`config.mk`:
```
export PLATFORM = sky130hd
export DESIGN_NAME = bitmap_read_arbiter_flat
export DESIGN_NICKNAME = d
export VERILOG_FILES = /design/src/rtl/bitmap_read_arbiter_if.sv /design/src/rtl/bitmap_read_arbiter.sv /design/src/flat_wrapper.sv
export SDC_FILE = /design/constraint.sdc
export NUM_CORES = 1
export LEC_CHECK = 0
export ABC_AREA = 0
export CORE_ASPECT_RATIO = 0.5
export CORE_MARGIN = 2
export CORE_UTILIZATION = 46
export CTS_CLUSTER_DIAMETER = 150
export DETAILED_ROUTE_END_ITERATION = 12
export PLACE_DENSITY = 0.85
export SLEW_MARGIN = 40
export SYNTH_ARGS = -nofsm -noshare
export SYNTH_HDL_FRONTEND = slang
export SYNTH_SLANG_ARGS = --single-unit
```
`constraint.sdc`:
```
create_clock -name clk -period 3.3 [get_ports clk]
set_clock_uncertainty 0.1 [all_clocks]
set_input_delay 0.495 -clock clk [delete_from_list [all_inputs] [get_ports clk]]
set_output_delay 0.495 -clock clk [all_outputs]
set_load 0.01 [all_outputs]
```
`src/rtl/bitmap_read_arbiter_if.sv`:
```
// rtl/bitmap_read_arbiter_if.sv - requester and bitmap-store signal bundle for the read arbiter
interface bitmap_read_arbiter_if #(
  parameter int ROW_ADDR_W = 5,
  parameter int DATA_W     = 32
);
  logic                  r1_req;
  logic [ROW_ADDR_W-1:0] r1_row;
  logic                  r1_ack;
  logic                  r1_valid;
  logic [DATA_W-1:0]     r1_data;

  logic                  r2_req;
  logic [ROW_ADDR_W-1:0] r2_row;
  logic                  r2_ack;
  logic                  r2_valid;
  logic [DATA_W-1:0]     r2_data;

  logic                  mem_rd_en;
  logic [ROW_ADDR_W-1:0] mem_rd_row;
  logic [DATA_W-1:0]     mem_rd_data;

  // master is the environment: both requesters plus the single-port store
  modport master (
    output r1_req, r1_row, r2_req, r2_row, mem_rd_data,
    input  r1_ack, r1_valid, r1_data, r2_ack, r2_valid, r2_data, mem_rd_en, mem_rd_row
  );

  modport slave (
    input  r1_req, r1_row, r2_req, r2_row, mem_rd_data,
    output r1_ack, r1_valid, r1_data, r2_ack, r2_valid, r2_data, mem_rd_en, mem_rd_row
  );
endinterface

```
`src/rtl/bitmap_read_arbiter.sv`:
```
// rtl/bitmap_read_arbiter.sv - two-requester arbiter sharing one single-port bitmap row store
module bitmap_read_arbiter #(
  parameter int ROW_ADDR_W  = 5,
  parameter int DATA_W      = 32,
  parameter int PRIO_MODE   = 0,
  parameter int R2_MAX_WAIT = 8
) (
  input  logic                  clk,
  input  logic                  rstn,
  bitmap_read_arbiter_if.slave  bus
);
  localparam logic [7:0] WAIT_LIMIT = 8'(R2_MAX_WAIT);

  logic       r1_elig;
  logic       r2_elig;
  logic       grant_r1;
  logic       grant_r2;
  logic       last_r2;
  logic [7:0] wait_cnt;
  logic       tag1_vld;
  logic       tag1_r2;
  logic       tag2_vld;
  logic       tag2_r2;

  // A requester being acked this cycle still has req high; it must not win again.
  assign r1_elig = bus.r1_req && !bus.r1_ack;
  assign r2_elig = bus.r2_req && !bus.r2_ack;

  always_comb begin
    grant_r1 = 1'b0;
    grant_r2 = 1'b0;
    if (PRIO_MODE == 0) begin
      if (r1_elig && r2_elig) begin
        grant_r1 = last_r2;
        grant_r2 = !last_r2;
      end else begin
        grant_r1 = r1_elig;
        grant_r2 = r2_elig;
      end
    end else begin
      if (r2_elig && (!r1_elig || wait_cnt == WAIT_LIMIT)) begin
        grant_r2 = 1'b1;
      end else begin
        grant_r1 = r1_elig;
      end
    end
  end

  always_ff @(posedge clk) begin
    if (!rstn) begin
      bus.r1_ack     <= 1'b0;
      bus.r2_ack     <= 1'b0;
      bus.r1_valid   <= 1'b0;
      bus.r2_valid   <= 1'b0;
      bus.r1_data    <= {DATA_W{1'b0}};
      bus.r2_data    <= {DATA_W{1'b0}};
      bus.mem_rd_en  <= 1'b0;
      bus.mem_rd_row <= {ROW_ADDR_W{1'b0}};
      last_r2        <= 1'b1;
      wait_cnt       <= 8'd0;
      tag1_vld       <= 1'b0;
      tag1_r2        <= 1'b0;
      tag2_vld       <= 1'b0;
      tag2_r2        <= 1'b0;
    end else begin
      bus.r1_ack    <= grant_r1;
      bus.r2_ack    <= grant_r2;
      bus.mem_rd_en <= grant_r1 || grant_r2;
      if (grant_r1) begin
        bus.mem_rd_row <= bus.r1_row;
      end else if (grant_r2) begin
        bus.mem_rd_row <= bus.r2_row;
      end
      if (grant_r1 || grant_r2) begin
        last_r2 <= grant_r2;
      end

      if (!bus.r2_req || grant_r2) begin
        wait_cnt <= 8'd0;
      end else if (r2_elig && wait_cnt != 8'hFF) begin
        wait_cnt <= wait_cnt + 8'd1;
      end

      // Owner tag rides with the read: stage 1 = strobe cycle, stage 2 = data cycle.
      tag1_vld <= grant_r1 || grant_r2;
      tag1_r2  <= grant_r2;
      tag2_vld <= tag1_vld;
      tag2_r2  <= tag1_r2;

      bus.r1_valid <= tag2_vld && !tag2_r2;
      bus.r2_valid <= tag2_vld && tag2_r2;
      if (tag2_vld && !tag2_r2) begin
        bus.r1_data <= bus.mem_rd_data;
      end
      if (tag2_vld && tag2_r2) begin
        bus.r2_data <= bus.mem_rd_data;
      end
    end
  end
endmodule

```
`src/flat_wrapper.sv`:
```
// flat-port wrapper written by rule: the top's interface ports become plain ports
module bitmap_read_arbiter_flat 
#(
  parameter int ROW_ADDR_W  = 5,
  parameter int DATA_W      = 32,
  parameter int PRIO_MODE   = 0,
  parameter int R2_MAX_WAIT = 8
)
  (clk, rstn, bus_r1_req, bus_r1_row, bus_r2_req, bus_r2_row, bus_mem_rd_data, bus_r1_ack, bus_r1_valid, bus_r1_data, bus_r2_ack, bus_r2_valid, bus_r2_data, bus_mem_rd_en, bus_mem_rd_row);
  bitmap_read_arbiter_if #(.ROW_ADDR_W(ROW_ADDR_W), .DATA_W(DATA_W)) bus_i ();
  input  logic clk;
  input  logic rstn;
  input wire logic [$bits(bus_i.r1_req)-1:0] bus_r1_req;
  input wire logic [$bits(bus_i.r1_row)-1:0] bus_r1_row;
  input wire logic [$bits(bus_i.r2_req)-1:0] bus_r2_req;
  input wire logic [$bits(bus_i.r2_row)-1:0] bus_r2_row;
  input wire logic [$bits(bus_i.mem_rd_data)-1:0] bus_mem_rd_data;
  output wire logic [$bits(bus_i.r1_ack)-1:0] bus_r1_ack;
  output wire logic [$bits(bus_i.r1_valid)-1:0] bus_r1_valid;
  output wire logic [$bits(bus_i.r1_data)-1:0] bus_r1_data;
  output wire logic [$bits(bus_i.r2_ack)-1:0] bus_r2_ack;
  output wire logic [$bits(bus_i.r2_valid)-1:0] bus_r2_valid;
  output wire logic [$bits(bus_i.r2_data)-1:0] bus_r2_data;
  output wire logic [$bits(bus_i.mem_rd_en)-1:0] bus_mem_rd_en;
  output wire logic [$bits(bus_i.mem_rd_row)-1:0] bus_mem_rd_row;
  assign bus_i.r1_req = bus_r1_req;
  assign bus_i.r1_row = bus_r1_row;
  assign bus_i.r2_req = bus_r2_req;
  assign bus_i.r2_row = bus_r2_row;
  assign bus_i.mem_rd_data = bus_mem_rd_data;
  assign bus_r1_ack = bus_i.r1_ack;
  assign bus_r1_valid = bus_i.r1_valid;
  assign bus_r1_data = bus_i.r1_data;
  assign bus_r2_ack = bus_i.r2_ack;
  assign bus_r2_valid = bus_i.r2_valid;
  assign bus_r2_data = bus_i.r2_data;
  assign bus_mem_rd_en = bus_i.mem_rd_en;
  assign bus_mem_rd_row = bus_i.mem_rd_row;
  bitmap_read_arbiter #(.ROW_ADDR_W(ROW_ADDR_W), .DATA_W(DATA_W), .PRIO_MODE(PRIO_MODE), .R2_MAX_WAIT(R2_MAX_WAIT)) u_core (.clk(clk), .rstn(rstn), .bus(bus_i));
endmodule
```
==> summary.txt <==
Outcome: complete, no violations
Max-cap violations: 0
Cts hold-fix bufs: 0
CP bufs+invs: 1
Cells after Synth: 333
Hold depth: 2
H-tree levels: 3
Setup violators final: 0
Sw Share: 0.228
Final period util: 0.586
Die Span Y: 60.2 um
R2R depth: 4
Clk sinks: 77
Leak: 1.52 nW
Via density: 4.90
Max_slew headroom: 0.541
Layout net count: 487
CP Cell Sequence: clkdlybuf4s50_1
Worst r2r src: u_core.tag2_vld
WP data arrival: 1340 ps
Fillers: 467
First-pass GRT wire length: 11900 um
Residual DRC: 0
Gr ovfl total: 0
CP endpoint: bus_r2_ack
Final min period: 1930 ps
Layout cells sized above 1: 0.0493
CP max-delay cell: clkdlybuf4s50_1
Reg2reg setup slack: 1490 ps
Critical path origin: u_core.bus.r2_ack
HP Class: flip-flop to flip-flop
Fin util: 0.719
Clock-pin slew on the worst setup and hold paths: 60 ps
TNS Setup: 0 ps
Syn. warnings: 0
Internal Power: 1.68 mW
VDD IR-drop max: 0.000324 V
Combinational share of power: 0.105
Post-CTS resize count: 0
Starting Density: 0.479
Synth Register Bits: 77
Switching pwr: 0.494 mW
Pre-antenna DRT Iters: 4
Total GRT Usage: 0.225
Vias in the first global route: 2566
Area Overhead vs Synth: 50.2%
Final hold vios: 0
Post-synth cell types: 18
Seq/Total Area, Yosys: 0.530
Crit path max fanout: 5
Largest net degree at the start of global routing: 78
TritonCTS Buffers: 9
Mapped Nets: 379
DR WL/cell: 14.4 um
CTS tree: done
Unrepaired setup endpoints after global routing: false
Synthesized area: 0.00291 sq mm
F_max: 0.517 GHz
Total Wirelength: 7680 um
Levels on crit path: 1
Die Wd: 116 um
Row count: 20
DIE AREA: 0.00702 sq mm
Largest delay contributor family on the critical path: buffers and inverters
Initial antenna violation count: 0
Final GP Congestion: 0.723
Top Ports: 120
Post-CTS Setup Bufs: 0
DP Wirelength: 5180 um
Slew Viols, Final: 0
Reg2reg end: u_core.bus.r1_data[0]
IO buf count: 119
Clock Path Buffers: 2
Clock power share: 0.442
Actual slew at the worst max-slew pin: 688 ps
Antenna Nets Post-Route: 0
DR vias: 2619
Endpoint class of the critical path: primary output
CORE AREA: 0.00608 sq mm
Root Driver: clkbuf_16
Data required, critical path: 2700 ps
Sequential fraction of design power: 0.453
Skew-Pair Late Insertion Delay: 330 ps
Initial detailed-routing violation count: 120
Critical Path Source Type: flip-flop
Synth Area per Inst: 8.74 sq um
PwrDens: 497 mW/mm^2
Critical path type: flip-flop to primary output
Ant. Diodes: 0
CP peak stage delay: 580 ps
Commonest cells after routing, fill and taps aside: 130 x nand2_1, 118 x clkdlybuf4s50_1, 77 x dfxtp_1
Most common cell after layout, fill and taps aside: nand2_1
==> metal layers <==
layer	up-vias	GRT usage	wire length, um	share of wire
met5	-	0	0	0
met4	0	0.0833	91	0.012
met3	10	0.0751	373	0.049
met2	81	0.404	3980	0.52
met1	1225	0.254	3230	0.42
li1	1303	-	-	-
==> layout make-up <==
type / instances / area [sq um] / area share
clock inverter: 6 / 63.8 / 0.0146
tap: 88 / 110 / 0.0252
sequential: 77 / 1540 / 0.353
timing repair buffer: 122 / 1210 / 0.277
multi-input combinational: 231 / 1210 / 0.278
clock buffer: 10 / 229 / 0.0524
==> registers in the layout, summed over array words and instances, names as in the netlist <==
signal,cells
u_core.tag2_vld,1
u_core.bus.mem_rd_en,1
u_core.bus.r2_data,32
u_core.bus.r1_valid,1
u_core.bus.r1_ack,1
u_core.tag2_r2,1
u_core.bus.r1_data,32
u_core.bus.r2_ack,1
u_core.bus.mem_rd_row,5
u_core.bus.r2_valid,1
u_core.last_r2,1
==> power groups by stage <==
stage | Combinational, mW | Clock (mW) | Sequential [mW]
finish | 0.227 | 0.959 | 0.984
floorplan | 0.0873 | 0 | 1.01
global route | 0.244 | 1.02 | 0.987
CTS | 0.228 | 0.973 | 0.984
detailed placement | 0.226 | 0 | 1.00
global placement | 0.221 | 0 | 1.00
==> through the flow <==
stage / hold WS (ps) / cells / power [mW] / instance area (sq um) / setup slack, ps
after global placement: 341 / 518 / 1.22 / 4070 / 1250
final: 351 / 534 / 2.17 / 4370 / 1370
after global routing: 376 / 534 / 2.25 / 4370 / 1310
after detailed placement: 344 / 518 / 1.23 / 4080 / 1150
after floorplan: 379 / 333 / 1.10 / 2910 / 2010
after CTS: 352 / 534 / 2.19 / 4370 / 1350
==> logic make-up (layout without fill, tap and decap cells) <==
family,after synthesis,count (layout),share of synthesized area
AO/OA/AOI/OAI,77,77,0.197
AND/OR/NAND/NOR,154,154,0.219
buffers and inverters,25,138,0.0546
flip-flops,77,77,0.530
==> worst min path at each step <==
| stage | start | endpoint |
|---|---|---|
| after global placement | u_core.bus.r2_data[5] | u_core.bus.r2_data[5] |
| after CTS | u_core.bus.r1_data[26] | u_core.bus.r1_data[26] |
| after floorplan | u_core.bus.r1_data[10] | u_core.bus.r1_data[10] |
| after global routing | u_core.bus.r1_data[3] | u_core.bus.r1_data[3] |
| final | u_core.bus.r1_data[26] | u_core.bus.r1_data[26] |
| after detailed placement | u_core.bus.r1_data[26] | u_core.bus.r1_data[26] |
==> cells in the mapped netlist <==
| master | instances | share of area |
|---|---|---|
| buf_6 | 4 | 0.015 |
| a21boi_1 | 40 | 0.10 |
| nand2b_1 | 3 | 0.0064 |
| and3_1 | 1 | 0.0022 |
| dfxtp_1 | 77 | 0.53 |
| and2_1 | 4 | 0.0086 |
| buf_2 | 7 | 0.012 |
| a21boi_0 | 25 | 0.064 |
| a21oi_1 | 2 | 0.0034 |
| o31ai_1 | 5 | 0.013 |
| nor3b_1 | 1 | 0.0026 |
| nor2b_1 | 3 | 0.0064 |
| nor3b_4 | 1 | 0.0064 |
| clkbuf_1 | 7 | 0.0090 |
| nand2_1 | 131 | 0.17 |
| buf_4 | 7 | 0.018 |
| nor3_1 | 10 | 0.017 |
| a211oi_1 | 5 | 0.013 |
No activity file was read; power rests on OpenSTA's default activity.
